==> src/rtl/alu_seq_if.sv <==
// Handshake and data bundle between operand fetch, the alu_seq ALU and writeback.
interface alu_seq_if #(parameter int bit_width = 8);
    logic                 IN_VALID;
    logic                 IN_READY;
    logic [2:0]           IN_UNIT;
    logic [1:0]           IN_OP;
    logic [bit_width-1:0] IN_A;
    logic [bit_width-1:0] IN_B;
    logic                 OUT_VALID;
    logic                 OUT_READY;
    logic [bit_width-1:0] OUT_R;
    logic [3:0]           OUT_FLAGS;

    modport master (
        output IN_VALID, IN_UNIT, IN_OP, IN_A, IN_B, OUT_READY,
        input  IN_READY, OUT_VALID, OUT_R, OUT_FLAGS
    );

    modport slave (
        input  IN_VALID, IN_UNIT, IN_OP, IN_A, IN_B, OUT_READY,
        output IN_READY, OUT_VALID, OUT_R, OUT_FLAGS
    );
endinterface

==> src/rtl/alu_seq.sv <==
// Registered, handshaked ALU with internal {SF,ZF,OF,CF} flag register.
// Define ALU_MUL_EN to include the iterative shift-add multiplier (unit 4).
module alu_seq #(
    parameter int bit_width = 8
) (
    input  logic     CLK,
    input  logic     RST,
    alu_seq_if.slave bus
);
    localparam int W  = bit_width;
    localparam int SW = $clog2(bit_width);

    logic [W-1:0]  a;
    logic [W-1:0]  b;
    logic [2:0]    unit;
    logic [1:0]    op;
    logic [SW-1:0] amt;

    logic [W-1:0]  r_q;
    logic [3:0]    flags_q;
    logic          valid_q;
    logic          ready;
    logic          accept;
    logic          is_mul;
    logic          mul_busy;
    logic          mul_done;
    logic [W-1:0]  mul_r;
    logic [3:0]    mul_flags;

    logic [W-1:0]  sc_r;
    logic [3:0]    sc_flags;
    logic [W:0]    sum;
    logic [2*W:0]  u_l;
    logic [2*W:0]  u_r;
    logic [W-1:0]  fill;
    logic          cin;
    logic          cf;
    logic          of;
    logic          legal;

    assign a    = bus.IN_A;
    assign b    = bus.IN_B;
    assign unit = bus.IN_UNIT;
    assign op   = bus.IN_OP;
    assign amt  = b[SW-1:0];

    assign ready         = !RST && !mul_busy && (!valid_q || bus.OUT_READY);
    assign accept        = bus.IN_VALID && ready;
    assign bus.IN_READY  = ready;
    assign bus.OUT_VALID = valid_q;
    assign bus.OUT_R     = r_q;
    assign bus.OUT_FLAGS = flags_q;

    always_comb begin
        sc_r  = '0;
        cf    = flags_q[0];
        of    = flags_q[1];
        sum   = '0;
        u_l   = '0;
        u_r   = '0;
        fill  = '0;
        cin   = 1'b0;
        legal = 1'b1;
        case (unit)
            3'd0: begin
                cin = op[1] & flags_q[0];
                if (!op[0]) begin
                    sum  = {1'b0, a} + {1'b0, b} + {{W{1'b0}}, cin};
                    sc_r = sum[W-1:0];
                    of   = (a[W-1] == b[W-1]) && (sc_r[W-1] != a[W-1]);
                end else begin
                    // bit W of the widened difference is the borrow
                    sum  = {1'b0, a} - {1'b0, b} - {{W{1'b0}}, cin};
                    sc_r = sum[W-1:0];
                    of   = (a[W-1] != b[W-1]) && (sc_r[W-1] != a[W-1]);
                end
                cf = sum[W];
            end
            3'd1: begin
                case (op)
                    2'd0:    sc_r = ~a;
                    2'd1:    sc_r = a & b;
                    2'd2:    sc_r = a | b;
                    default: sc_r = a ^ b;
                endcase
                cf = 1'b0;
                of = 1'b0;
            end
            3'd2: begin
                case (op)
                    2'd1:    fill = '1;
                    2'd3:    fill = a;
                    default: fill = '0;
                endcase
                // guard bit above A catches the last bit shifted out
                u_l  = {1'b0, a, fill} << amt;
                sc_r = u_l[2*W-1:W];
                cf   = (amt == '0) ? flags_q[0] : u_l[2*W];
                of   = 1'b0;
            end
            3'd3: begin
                case (op)
                    2'd0:    fill = '0;
                    2'd1:    fill = '1;
                    2'd2:    fill = {W{a[W-1]}};
                    default: fill = a;
                endcase
                u_r  = {fill, a, 1'b0} >> amt;
                sc_r = u_r[W:1];
                cf   = (amt == '0) ? flags_q[0] : u_r[0];
                of   = 1'b0;
            end
            default: legal = 1'b0;
        endcase
        sc_flags = legal ? {sc_r[W-1], (sc_r == '0), of, cf} : flags_q;
    end

`ifdef ALU_MUL_EN
    typedef enum logic {MUL_IDLE, MUL_BUSY} mul_state_t;

    mul_state_t     state;
    mul_state_t     state_next;
    logic [2*W-1:0] mcand;
    logic [2*W-1:0] acc;
    logic [2*W-1:0] acc_next;
    logic [W-1:0]   mplier;
    logic [SW-1:0]  cnt;
    logic           mop_hi;
    logic           mul_cf;

    assign is_mul   = (unit == 3'd4);
    assign mul_busy = (state == MUL_BUSY);

    always_comb begin
        state_next = state;
        mul_done   = 1'b0;
        acc_next   = acc + (mplier[0] ? mcand : '0);
        case (state)
            MUL_IDLE: if (accept && is_mul) state_next = MUL_BUSY;
            MUL_BUSY: begin
                if (cnt == SW'(W - 1)) begin
                    state_next = MUL_IDLE;
                    mul_done   = 1'b1;
                end
            end
            default: state_next = MUL_IDLE;
        endcase
        mul_r     = mop_hi ? acc_next[2*W-1:W] : acc_next[W-1:0];
        mul_cf    = mop_hi ? 1'b0 : (acc_next[2*W-1:W] != '0);
        mul_flags = {mul_r[W-1], (mul_r == '0), mul_cf, mul_cf};
    end

    always_ff @(posedge CLK) begin
        if (RST) state <= MUL_IDLE;
        else     state <= state_next;
    end

    always_ff @(posedge CLK) begin
        if (accept && is_mul) begin
            mcand  <= {{W{1'b0}}, a};
            mplier <= b;
            acc    <= '0;
            cnt    <= '0;
            mop_hi <= (op == 2'd1);
        end else if (state == MUL_BUSY) begin
            acc    <= acc_next;
            mcand  <= mcand << 1;
            mplier <= mplier >> 1;
            cnt    <= cnt + 1'b1;
        end
    end
`else
    assign is_mul    = 1'b0;
    assign mul_busy  = 1'b0;
    assign mul_done  = 1'b0;
    assign mul_r     = '0;
    assign mul_flags = '0;
`endif

    always_ff @(posedge CLK) begin
        if (RST) begin
            r_q     <= '0;
            flags_q <= '0;
            valid_q <= 1'b0;
        end else if (mul_done) begin
            r_q     <= mul_r;
            flags_q <= mul_flags;
            valid_q <= 1'b1;
        end else if (accept && !is_mul) begin
            r_q     <= sc_r;
            flags_q <= sc_flags;
            valid_q <= 1'b1;
        end else if (bus.OUT_READY) begin
            valid_q <= 1'b0;
        end
    end
endmodule

==> src/flat_wrapper.sv <==
// flat-port wrapper written by rule: the top's interface ports become plain ports
module alu_seq_flat 
#(
    parameter int bit_width = 8
)
  (CLK, RST, bus_IN_VALID, bus_IN_UNIT, bus_IN_OP, bus_IN_A, bus_IN_B, bus_OUT_READY, bus_IN_READY, bus_OUT_VALID, bus_OUT_R, bus_OUT_FLAGS);
  alu_seq_if #(.bit_width(bit_width)) bus_i ();
  input  logic CLK;
  input  logic RST;
  input wire logic [$bits(bus_i.IN_VALID)-1:0] bus_IN_VALID;
  input wire logic [$bits(bus_i.IN_UNIT)-1:0] bus_IN_UNIT;
  input wire logic [$bits(bus_i.IN_OP)-1:0] bus_IN_OP;
  input wire logic [$bits(bus_i.IN_A)-1:0] bus_IN_A;
  input wire logic [$bits(bus_i.IN_B)-1:0] bus_IN_B;
  input wire logic [$bits(bus_i.OUT_READY)-1:0] bus_OUT_READY;
  output wire logic [$bits(bus_i.IN_READY)-1:0] bus_IN_READY;
  output wire logic [$bits(bus_i.OUT_VALID)-1:0] bus_OUT_VALID;
  output wire logic [$bits(bus_i.OUT_R)-1:0] bus_OUT_R;
  output wire logic [$bits(bus_i.OUT_FLAGS)-1:0] bus_OUT_FLAGS;
  assign bus_i.IN_VALID = bus_IN_VALID;
  assign bus_i.IN_UNIT = bus_IN_UNIT;
  assign bus_i.IN_OP = bus_IN_OP;
  assign bus_i.IN_A = bus_IN_A;
  assign bus_i.IN_B = bus_IN_B;
  assign bus_i.OUT_READY = bus_OUT_READY;
  assign bus_IN_READY = bus_i.IN_READY;
  assign bus_OUT_VALID = bus_i.OUT_VALID;
  assign bus_OUT_R = bus_i.OUT_R;
  assign bus_OUT_FLAGS = bus_i.OUT_FLAGS;
  alu_seq #(.bit_width(bit_width)) u_core (.CLK(CLK), .RST(RST), .bus(bus_i));
endmodule
==> config.mk <==
export PLATFORM = sky130hd
export DESIGN_NAME = alu_seq_flat
export DESIGN_NICKNAME = d
export VERILOG_FILES = /design/src/rtl/alu_seq_if.sv /design/src/rtl/alu_seq.sv /design/src/flat_wrapper.sv
export SDC_FILE = /design/constraint.sdc
export NUM_CORES = 1
export LEC_CHECK = 0
export ABC_AREA = 1
export CORE_MARGIN = 2
export CORE_UTILIZATION = 40
export DETAILED_ROUTE_END_ITERATION = 10
export GPL_TIMING_DRIVEN = 0
export SLEW_MARGIN = 20
export SYNTH_ARGS = -nofsm -noshare
export SYNTH_HDL_FRONTEND = slang
export SYNTH_SLANG_ARGS = --single-unit
export TNS_END_PERCENT = 10
==> constraint.sdc <==
create_clock -name CLK -period 2.72 [get_ports CLK]
set_input_delay 0.272 -clock CLK [delete_from_list [all_inputs] [get_ports CLK]]
set_output_delay 0.272 -clock CLK [all_outputs]
set_load 0.05 [all_outputs]
==> flow_metrics.py, run 1 <==
metrics = {
    "cts": {
        "clock-sinks": 13,
        "clkTransAtPathRegs_ns": 0.05,
        "worstSkewPairLatency_ns": 0.25,
        "clockRootBuffer": "clkbuf_8",
        "clockBufferDepth": 2,
        "numCtsBuffers": 3,
        "cts_tree": "done",
        "post-cts-setup-buffers": 0,
        "cts_htree_levels": 1,
    },
    "sta": {
        "setup_violations": 0,
        "layout_min_cycle_time_ns": 2.543,
        "fmax_mhz": 393.3,
        "drv_slew": 0,
        "hold_viol_final": 0,
        "slew_headroom_pct": 53.30,
        "finalCritPeriodShare_pct": 93.49,
        "worst_pin_slew_ns": 0.6967,
        "fin_tns_setup_ns": 0,
        "rsz0062_at_grt": "no",
        "setup_ws_ns": 0.1772,
        "fin_skew_ns": 0.004286,
    },
    "detailed_routing": {
        "drtAntennaViolNets": 0,
        "via_per_inst": 5.547,
        "drt_iter0_drc": 323,
        "routedWlPerCell_um": 16.36,
        "first_pass_iters": 5,
        "route.vias.total": 3833,
        "wl_um": 11310,
        "drt_drc_violations_left": 0,
    },
    "worst_setup_path": {
        "cp_top_family": "simple AND/OR/NAND/NOR gates",
        "timing.rr.start": "u_core.bus.OUT_FLAGS[0]",
        "worstPathArrival_ns": 2.72,
        "cp_max_fo": 11,
        "r2r_slack_ns": 0.26,
        "required_ns": 2.90,
        "worstReg2RegEnd": "u_core.bus.OUT_FLAGS[2]",
        "crit_path_start_kind": "primary input",
        "crit_buf_inv": 3,
        "critical_path_class": "primary input to register",
        "cp_cell_sequence": "clkbuf_4, inv_2, buf_6, fa_1, fa_2, nand3_1, nand2_1, nand2_1, nand3_1, nand3_1, nand3_1, nor2_2, nand3_1, nor2_1, nand2_1, a21oi_2",
        "cpMostUsedCell": "nand3_1",
        "cpPeakStageDelay_ns": 0.48,
        "crit_slowest_cell": "fa_1",
        "rr_worst_depth": 16,
        "critPathCaptureType": "register",
    },
    "yosys": {
        "ys_warn_count": 0,
        "yosysTopAreaCellShare_pct": 21.73,
        "synthTopCellsByCount": "174 x nand2_1, 110 x nand3_1, 65 x inv_1, 42 x nor2_1, 30 x ha_1",
        "synth_cell_type_count": 34,
        "syn_avg_cell_area_um2": 5.425,
        "ys_seq_area_share_pct": 8.659,
        "synthArstFlopShare_pct": 0,
        "synth_most_common_cell": "nand2_1",
        "yosysTopAreaCell": "nand2_1",
        "synth_seq_cells": 13,
        "synth_nets": 613,
        "syn_inst": 554,
        "synth_area_um2": 3005,
        "ys.flop_type": "dfxtp_1",
        "yosys-top-cells-area": "nand2_1 22%, nand3_1 18%, ha_1 12%",
        "synth_edf_count": 0,
    },
    "power_and_ir_drop": {
        "clkPwrFrac_pct": 16.2,
        "p_per_area_nw_per_um2": 295.1,
        "p_comb_share_pct": 64.4,
        "ir_drop_mv": 0.1138,
        "power_frac_seq_pct": 19.4,
        "switchingPower_mw": 0.5181,
        "internal_power_mw": 0.5464,
        "switching_share_pct": 48.67,
        "leakage_nw": 1.831,
    },
    "floorplanning": {
        "rows": 31,
        "die_w_um": 90.68,
        "ioPinCount": 39,
        "die_h_um": 90.68,
        "initial_core_util_pct": 41.44,
        "core_area_um2": 7253,
        "die_area_um2": 8223,
    },
    "global_route": {
        "grt_use_total_pct": 27.52,
        "grt_pass1_vias": 3561,
        "grt_pass1_wl_um": 18320,
        "grt_max_degree": 18,
        "grt-ovfl-total": 0,
        "antenna_found_initial": 0,
    },
    "final_layout": {
        "drive_above_1_share_pct": 8.953,
        "nets": 652,
        "insertedDiodeCount": 0,
        "fin_util_pct": 49.73,
        "nFillCells": 846,
        "syn_to_final_growth_pct": 20.03,
    },
    "placement": {
        "routabilityCongestion": 0.9902,
        "hpwlAfterDp_um": 9184,
        "dp_slack_ns": -0.7675,
        "io_buffers": 35,
    },
    "worst_hold_path": {
        "hold_class": "primary input to register",
        "hold_path_end": "u_core.bus.OUT_VALID",
        "hold_depth": 2,
        "hp-start": "RST",
    },
    "outcome": {
        "status": "completed",
    },
    "run": {
        "max_cap_violations": 0,
    },
}
[state kept, by name, indices dropped and copies added, names as in the netlist]
name	flops
u_core.bus.OUT_FLAGS	4
u_core.bus.OUT_R	8
u_core.bus.OUT_VALID	1
[metal layers]
metal / track usage [%] / part of all wire (%) / vias to the layer above
met5: 0 / 0 / -
met4: 12.31 / 4.5 / 0
met3: 2.170 / 5.5 / 27
met2: 44.40 / 45 / 148
met1: 37.29 / 45 / 1769
li1: - / - / 1889
[through the flow]
step | instance area [µm²] | cells | hold slack [ns] | power (mW)
after floorplan | 3005 | 554 | 0.3894 | 0.6548
after global placement | 3480 | 688 | 0.4533 | 0.8536
after detailed placement | 3480 | 688 | 0.4557 | 0.8574
after CTS | 3546 | 691 | 0.3663 | 1.042
after global routing | 3607 | 691 | 0.3889 | 1.160
final | 3607 | 691 | 0.3621 | 1.065
[what timing repair did]
action / CTS / global route
gates resized for setup: 16 / 23
endpoints found under the setup margin: 11 / 6
hold buffers: 0 / 0
[cell type report]
cell class / count / area (µm²) / share of cell area, %
multi-input combinational: 449 / 2435 / 67.50
timing repair buffer: 35 / 344.1 / 9.539
inverter: 70 / 266.5 / 7.388
sequential: 13 / 260.3 / 7.215
buffer: 21 / 132.6 / 3.677
tap: 99 / 123.9 / 3.434
clock buffer: 4 / 45.04 / 1.249
[power by group through the flow]
stage          sequential (mW)  clock (mW)  combinational (mW)
2_1_floorplan            0.244           0               0.410
3_3_place_gp             0.210           0               0.644
3_5_place_dp             0.210           0               0.647
4_1_cts                  0.206       0.179               0.657
5_1_grt                  0.208       0.192               0.761
6_report                 0.206       0.173               0.685
[cell usage in the layout, fill, tap and decap left out, drive strengths merged]
cell type      instances
a21boi                 1
a21oi                 26
a22oi                  1
and2                   1
buf                   17
clkbuf                10
clkdlybuf4s50         28
clkinv                 1
dfxtp                 13
dlygate4sd2            3
dlymetal6s2s           2
fa                     4
ha                    30
inv                   69
nand2                175
nand3                111
nand3b                 3
nand4                  6
nor2                  45
nor3                   4
o2111ai                3
o211ai                 5
o21a                   1
o21ai                 27
o22ai                  2
or2                    2
xnor2                  2
[kinds of logic (layout without fill, tap and decap cells)]
family	after synthesis	after routing	synth area share [%]
buf+inv	92	130	13.28
xor+xnor	2	2	0.5830
compound gates	66	66	12.24
simple gates	347	347	50.08
fa+ha+maj	34	34	15.15
flops	13	13	8.659
[how the worst max path moves through the flow]
stage | cells past startpoint | to | startpoint | slack (ns)
after floorplan | 17 | u_core.bus.OUT_FLAGS[2] | u_core.bus.OUT_FLAGS[0] | 0.20
after global placement | 17 | u_core.bus.OUT_FLAGS[2] | bus_IN_B[0] | -0.78
after detailed placement | 15 | u_core.bus.OUT_R[7] | bus_IN_B[0] | -0.77
after CTS | 17 | u_core.bus.OUT_FLAGS[2] | bus_IN_A[3] | 0.02
after global routing | 17 | u_core.bus.OUT_FLAGS[2] | bus_IN_B[0] | 0.001
final | 16 | u_core.bus.OUT_FLAGS[2] | bus_IN_B[0] | 0.18
[worst register-to-register path: stages (launching register included)]
cell     delay (ns)
dfxtp_1        0.32
nand2_1        0.09
inv_1          0.06
fa_1           0.53
inv_1          0.06
ha_1           0.17
nor2_1         0.13
o21ai_2        0.10
a21oi_1        0.18
inv_1          0.06
nand2_1        0.06
nand3_1        0.10
nand3_1        0.13
nand3_1        0.13
nor2_1         0.12
nand2_1        0.07
a21oi_2        0.10
Power figures use the tool's default switching activity.
==> inputs of run 2 (changes only) <==
CORE_MARGIN = 3   (was 2)
SLEW_MARGIN = 40   (was 20)
clock period = 3.2 ns   (was 2.72 ns; I/O delays follow)
==> run 2 against run 1 <==
Effect of this change:
- clock-buffer cell count stayed put
- flip-flop and latch count stayed put
- global-route usage is 2.8 points lower
- die area is 4.5% higher
- via count is 3.2% lower
- worst hold slack better by 0.067 ns
- cell area is 2.5% lower
- utilization is 0.37 points higher
- total power is 18% lower
- largest cell class unchanged
- routed wire length is 5.8% lower
==> flow_metrics.py, run 2 (synthesis results as in run 1) <==
metrics = {
    "final_layout": {
        "drive_above_1_share_pct": 6.081,
        "insertedDiodeCount": 0,
        "nFillCells": 791,
        "nets": 652,
        "largest_reg_flops": 8,
        "mostFrequentLayoutCell": "nand2_1",
        "final_cells": 688,
        "syn_to_final_growth_pct": 17.03,
        "final_cell_mix": "174 x nand2_1, 110 x nand3_1, 65 x inv_1",
        "stdcell_area_um2": 3517,
        "fin_util_pct": 50.11,
    },
    "detailed_routing": {
        "routedWlPerCell_um": 15.48,
        "wl_um": 10650,
        "drt_drc_violations_left": 0,
        "drt_iter0_drc": 245,
        "route.vias.total": 3710,
        "first_pass_iters": 5,
        "via_per_inst": 5.392,
        "drtAntennaViolNets": 0,
    },
    "power_and_ir_drop": {
        "ir_drop_mv": 0.1607,
        "p_per_area_nw_per_um2": 247.4,
        "leakage_nw": 1.823,
    },
    "floorplanning": {
        "ioPinCount": 39,
        "die_h_um": 92.68,
        "core_area_um2": 7019,
        "rows": 30,
        "die_w_um": 92.68,
        "die_area_um2": 8590,
        "initial_core_util_pct": 42.82,
    },
    "sta": {
        "layout_min_cycle_time_ns": 3.011,
        "worst_pin_slew_ns": 0.7213,
        "drv_slew": 0,
        "setup_violations": 0,
        "setup_ws_ns": 0.1887,
        "rsz0062_at_grt": "no",
        "fmax_mhz": 332.1,
        "finalCritPeriodShare_pct": 94.10,
        "fin_tns_setup_ns": 0,
        "fin_skew_ns": 0.006079,
        "slew_headroom_pct": 51.65,
        "hold_viol_final": 0,
    },
    "worst_setup_path": {
        "crit_buf_inv": 1,
        "crit_path_start_kind": "primary input",
        "cpPeakStageDelay_ns": 0.65,
        "cp_max_fo": 7,
        "r2r_slack_ns": 0.61,
        "required_ns": 3.37,
        "cp_top_family": "simple AND/OR/NAND/NOR gates",
        "cpMostUsedCell": "nand3_1",
        "cp_cell_sequence": "clkdlybuf4s50_1, fa_1, fa_1, nand3_1, nand2_1, nand2_1, nand3_1, nand3_1, nand3_1, nor2_2, nand3_1, nor2_1, nand2_1, a21oi_2",
        "worstPathArrival_ns": 3.18,
        "crit_slowest_cell": "clkdlybuf4s50_1",
        "critPathCaptureType": "register",
        "critical_path_class": "primary input to register",
    },
    "cts": {
        "cts_tree": "done",
        "worstSkewPairLatency_ns": 0.24,
        "clock-sinks": 13,
        "post-cts-setup-buffers": 0,
        "clockRootBuffer": "clkbuf_8",
        "clockBufferDepth": 2,
        "numCtsBuffers": 3,
        "clkTransAtPathRegs_ns": 0.05,
        "cts_htree_levels": 1,
    },
    "global_route": {
        "grt_pass1_vias": 3365,
        "grt_max_degree": 14,
        "grt_pass1_wl_um": 17110,
        "grt-ovfl-total": 0,
        "grt_use_total_pct": 24.75,
        "antenna_found_initial": 0,
    },
    "placement": {
        "routabilityCongestion": 1.060,
        "dpl.cell_count": 685,
        "io_buffers": 35,
        "hpwlAfterDp_um": 8825,
        "dp_slack_ns": -0.3986,
        "placed_area_um2": 3476,
    },
    "run": {
        "max_cap_violations": 0,
    },
    "outcome": {
        "status": "completed",
    },
    "worst_hold_path": {
        "hold_class": "primary input to register",
    },
}
[run 2: cell types whose count changed in the layout (fill, tap and decap cells not counted), sizes merged]
cell,delta
clkdlybuf4s50,+5
dlygate4sd2,-3
clkbuf,-1
clkinv,-1
dlymetal6s2s,-1
inv,+1
[run 2: worst reg2reg max path, cell delays in order, from the launching register on]
cell and delay (ns):
dfxtp_1 0.35, nand2_1 0.10, fa_1 0.42, fa_1 0.44, nand3_1 0.13, nand2_1 0.08
nand2_1 0.06, nand3_1 0.08, nand3_1 0.15, nand3_1 0.16, nor2_2 0.18, nand3_1 0.10
nor2_1 0.09, nand2_1 0.08, a21oi_2 0.11
[run 2: path summary, 6_finish.rpt]
path / startpoint / end / cells past startpoint
max reg2reg: u_core.bus.OUT_FLAGS[0] / u_core.bus.OUT_FLAGS[2] / 14
max: bus_IN_A[0] / u_core.bus.OUT_FLAGS[2] / 14
min reg2reg: u_core.bus.OUT_FLAGS[3] / u_core.bus.OUT_FLAGS[3] / 2
min: RST / u_core.bus.OUT_VALID / 2
[run 2: power by group]
part	total (mW)	switching [mW]	internal, mW	leakage [nW]
registers	0.175	0.00452	0.171	0.106
clock network	0.143	0.0551	0.0876	0.0228
logic	0.552	0.360	0.192	1.69
[run 2: final cells by class]
class | instances | area [µm²] | share of cell area [%]
sequential | 13 | 260.3 | 7.400
timing repair buffer | 35 | 347.8 | 9.890
buffer | 21 | 132.6 | 3.771
multi-input combinational | 449 | 2349 | 66.77
tap | 96 | 120.1 | 3.415
inverter | 70 | 262.8 | 7.471
clock buffer | 4 | 45.04 | 1.281
[run 2: repair_timing]
| action | CTS | global route |
|---|---|---|
| hold buffers | 0 | 0 |
| setup endpoints to repair | 3 | 3 |
| resized for setup | 1 | 5 |
| pin swaps | 0 | 0 |
[run 2: metal layers]
metal | global-route usage, % | vias up | routed length, µm
li1 | - | 1883 | -
met3 | 1.868 | 16 | 582
met2 | 40.00 | 143 | 4679
met4 | 6.716 | 0 | 291
met5 | 0 | - | 0
met1 | 35.31 | 1668 | 5097
[run 2: per-stage QoR]
stage | total power [mW] | hold slack, ns
finish | 0.8702 | 0.4288
global placement | 0.7207 | 0.4524
detailed placement | 0.7218 | 0.4589
floorplan | 0.5566 | 0.4374
CTS | 0.8657 | 0.4347
global route | 0.9488 | 0.4577
==> inputs of run 3 (changes only) <==
CTS_CLUSTER_SIZE = 8   (was default)
PLACE_DENSITY = 0.68   (was default)
==> run 3 against run 2 <==
Effect of this change:
- via count is 2.2% higher
- die area unchanged
- clock power up 3%
- sequential power is essentially flat
- worst hold slack lost 0.0070 ns
- cell count unchanged
- total power increased by 0.70%
- combinational power barely moved
- register-to-register slack gained 0.03 ns
- critical path depth unchanged
- largest cell class unchanged
==> flow_metrics.py, run 3 (synthesis results as in run 1) <==
metrics = {
    "sta": {
        "worst_pin_slew_ns": 0.6800,
        "layout_min_cycle_time_ns": 2.924,
        "finalCritPeriodShare_pct": 91.39,
        "slew_headroom_pct": 54.42,
        "fin_tns_setup_ns": 0,
        "setup_violations": 0,
        "fin_skew_ns": 0.002161,
        "drv_slew": 0,
        "fmax_mhz": 342.0,
        "rsz0062_at_grt": "no",
        "hold_viol_final": 0,
    },
    "detailed_routing": {
        "first_pass_iters": 6,
        "route.vias.total": 3790,
        "wl_um": 10680,
        "via_per_inst": 5.509,
        "drt_iter0_drc": 331,
        "drtAntennaViolNets": 0,
        "drt_drc_violations_left": 0,
        "routedWlPerCell_um": 15.53,
    },
    "worst_setup_path": {
        "cpMostUsedCell": "nand3_1",
        "worstPathArrival_ns": 3.10,
        "r2r_slack_ns": 0.64,
        "crit_buf_inv": 1,
        "cpPeakStageDelay_ns": 0.62,
        "rr_worst_depth": 14,
        "timing.rr.start": "u_core.bus.OUT_FLAGS[0]",
        "critical_path_class": "primary input to register",
        "crit_path_start_kind": "primary input",
        "critPathCaptureType": "register",
        "worstReg2RegEnd": "u_core.bus.OUT_FLAGS[2]",
        "required_ns": 3.38,
        "crit_slowest_cell": "clkdlybuf4s50_1",
        "cp_max_fo": 7,
        "cp_top_family": "simple AND/OR/NAND/NOR gates",
        "cp_cell_sequence": "clkdlybuf4s50_1, fa_1, fa_1, nand3_1, nand2_1, nand2_1, nand3_1, nand3_1, nand3_1, nor2_1, nand3_1, nor2_1, nand2_1, a21oi_2",
    },
    "final_layout": {
        "drive_above_1_share_pct": 5.912,
        "mostFrequentLayoutCell": "nand2_1",
        "syn_to_final_growth_pct": 16.86,
        "final_cell_mix": "174 x nand2_1, 110 x nand3_1, 65 x inv_1",
        "fin_util_pct": 50.04,
        "stdcell_area_um2": 3512,
        "final_cells": 688,
        "nFillCells": 790,
        "insertedDiodeCount": 0,
        "largest_reg_flops": 8,
        "nets": 652,
    },
    "floorplanning": {
        "die_h_um": 92.68,
        "die_w_um": 92.68,
        "initial_core_util_pct": 42.82,
        "core_area_um2": 7019,
        "ioPinCount": 39,
        "die_area_um2": 8590,
        "rows": 30,
    },
    "power_and_ir_drop": {
        "total_power_mw": 0.8763,
        "ir_drop_mv": 0.1011,
        "power_frac_seq_pct": 20.0,
        "leakage_nw": 1.813,
        "p_per_area_nw_per_um2": 249.5,
        "switching_share_pct": 48.56,
        "p_comb_share_pct": 63.1,
        "internal_power_mw": 0.4508,
        "switchingPower_mw": 0.4255,
        "clkPwrFrac_pct": 16.9,
    },
    "cts": {
        "cts_htree_levels": 1,
        "cts_hold_buf": 0,
        "cts_tree": "done",
        "clkTransAtPathRegs_ns": 0.06,
        "worstSkewPairLatency_ns": 0.24,
        "numCtsBuffers": 3,
        "clockRootBuffer": "clkbuf_8",
        "clock-sinks": 13,
        "clockBufferDepth": 2,
    },
    "global_route": {
        "grt_max_degree": 14,
        "grt_use_total_pct": 25.29,
        "grt_pass1_wl_um": 17620,
        "grt-ovfl-total": 0,
        "grt_pass1_vias": 3612,
        "antenna_found_initial": 0,
    },
    "worst_hold_path": {
        "hold_class": "primary input to register",
        "hp-start": "RST",
        "hold_depth": 2,
        "hold_path_end": "u_core.bus.OUT_VALID",
    },
    "placement": {
        "placed_area_um2": 3476,
        "dpl.cell_count": 685,
        "hpwlAfterDp_um": 8801,
        "io_buffers": 35,
        "routabilityCongestion": 0.9854,
    },
    "outcome": {
        "status": "completed",
    },
    "run": {
        "max_cap_violations": 0,
    },
}
run 3: power groups by stage:
stage	sequential [mW]	clock, mW	combinational (mW)
floorplan	0.208	0	0.349
global placement	0.179	0	0.541
detailed placement	0.179	0	0.543
CTS	0.176	0.151	0.545
global route	0.177	0.161	0.618
finish	0.175	0.148	0.553
run 3: how the worst max path moves through the flow:
stage                                  startpoint                      end  slack, ns  cells after the start
final                                 bus_IN_A[0]  u_core.bus.OUT_FLAGS[2]       0.28                     14
after global routing                  bus_IN_A[0]  u_core.bus.OUT_FLAGS[2]       0.04                     16
after CTS                             bus_IN_B[2]  u_core.bus.OUT_FLAGS[2]       0.17                     17
after detailed placement              bus_IN_B[0]  u_core.bus.OUT_FLAGS[2]      -0.31                     16
after global placement                bus_IN_B[0]  u_core.bus.OUT_FLAGS[2]      -0.29                     16
after floorplan           u_core.bus.OUT_FLAGS[0]  u_core.bus.OUT_FLAGS[2]       0.68                     17
run 3: stage by stage:
stage | setup slack, ns | hold WS, ns
6_report | 0.2756 | 0.4218
5_1_grt | 0.03730 | 0.4618
4_1_cts | 0.1677 | 0.4310
3_5_place_dp | -0.3069 | 0.4613
3_3_place_gp | -0.2926 | 0.4523
2_1_floorplan | 0.6751 | 0.4374
run 3: timing repair:
| item | in CTS | in global routing |
|---|---|---|
| setup endpoints to repair | 2 | 4 |
| gates cloned | 0 | 0 |
| buffers inserted | 0 | 0 |
| gates resized for setup | 1 | 3 |
run 3: cell type report:
| type | instances | area (µm²) | share of cell area, % |
|---|---|---|---|
| sequential | 13 | 260.3 | 7.410 |
| tap | 96 | 120.1 | 3.420 |
| timing repair buffer | 35 | 345.3 | 9.833 |
| buffer | 21 | 132.6 | 3.776 |
| multi-input combinational | 449 | 2346 | 66.80 |
| clock buffer | 4 | 45.04 | 1.283 |
| inverter | 70 | 262.8 | 7.481 |
run 3: per-layer routing:
layer	wire length [µm]	global-route usage [%]
met3	620	1.300
met4	425	9.524
met5	0	0
met2	4749	40.91
met1	4885	35.34
run 3: worst reg2reg max path: stages, from the launching register on:
cell and delay, ns:
dfxtp_1 0.37, nand2_1 0.09, fa_1 0.42, fa_1 0.44
nand3_1 0.13, nand2_1 0.09, nand2_1 0.07, nand3_1 0.09
nand3_1 0.15, nand3_1 0.10, nor2_1 0.15, nand3_1 0.09
nor2_1 0.10, nand2_1 0.08, a21oi_2 0.10
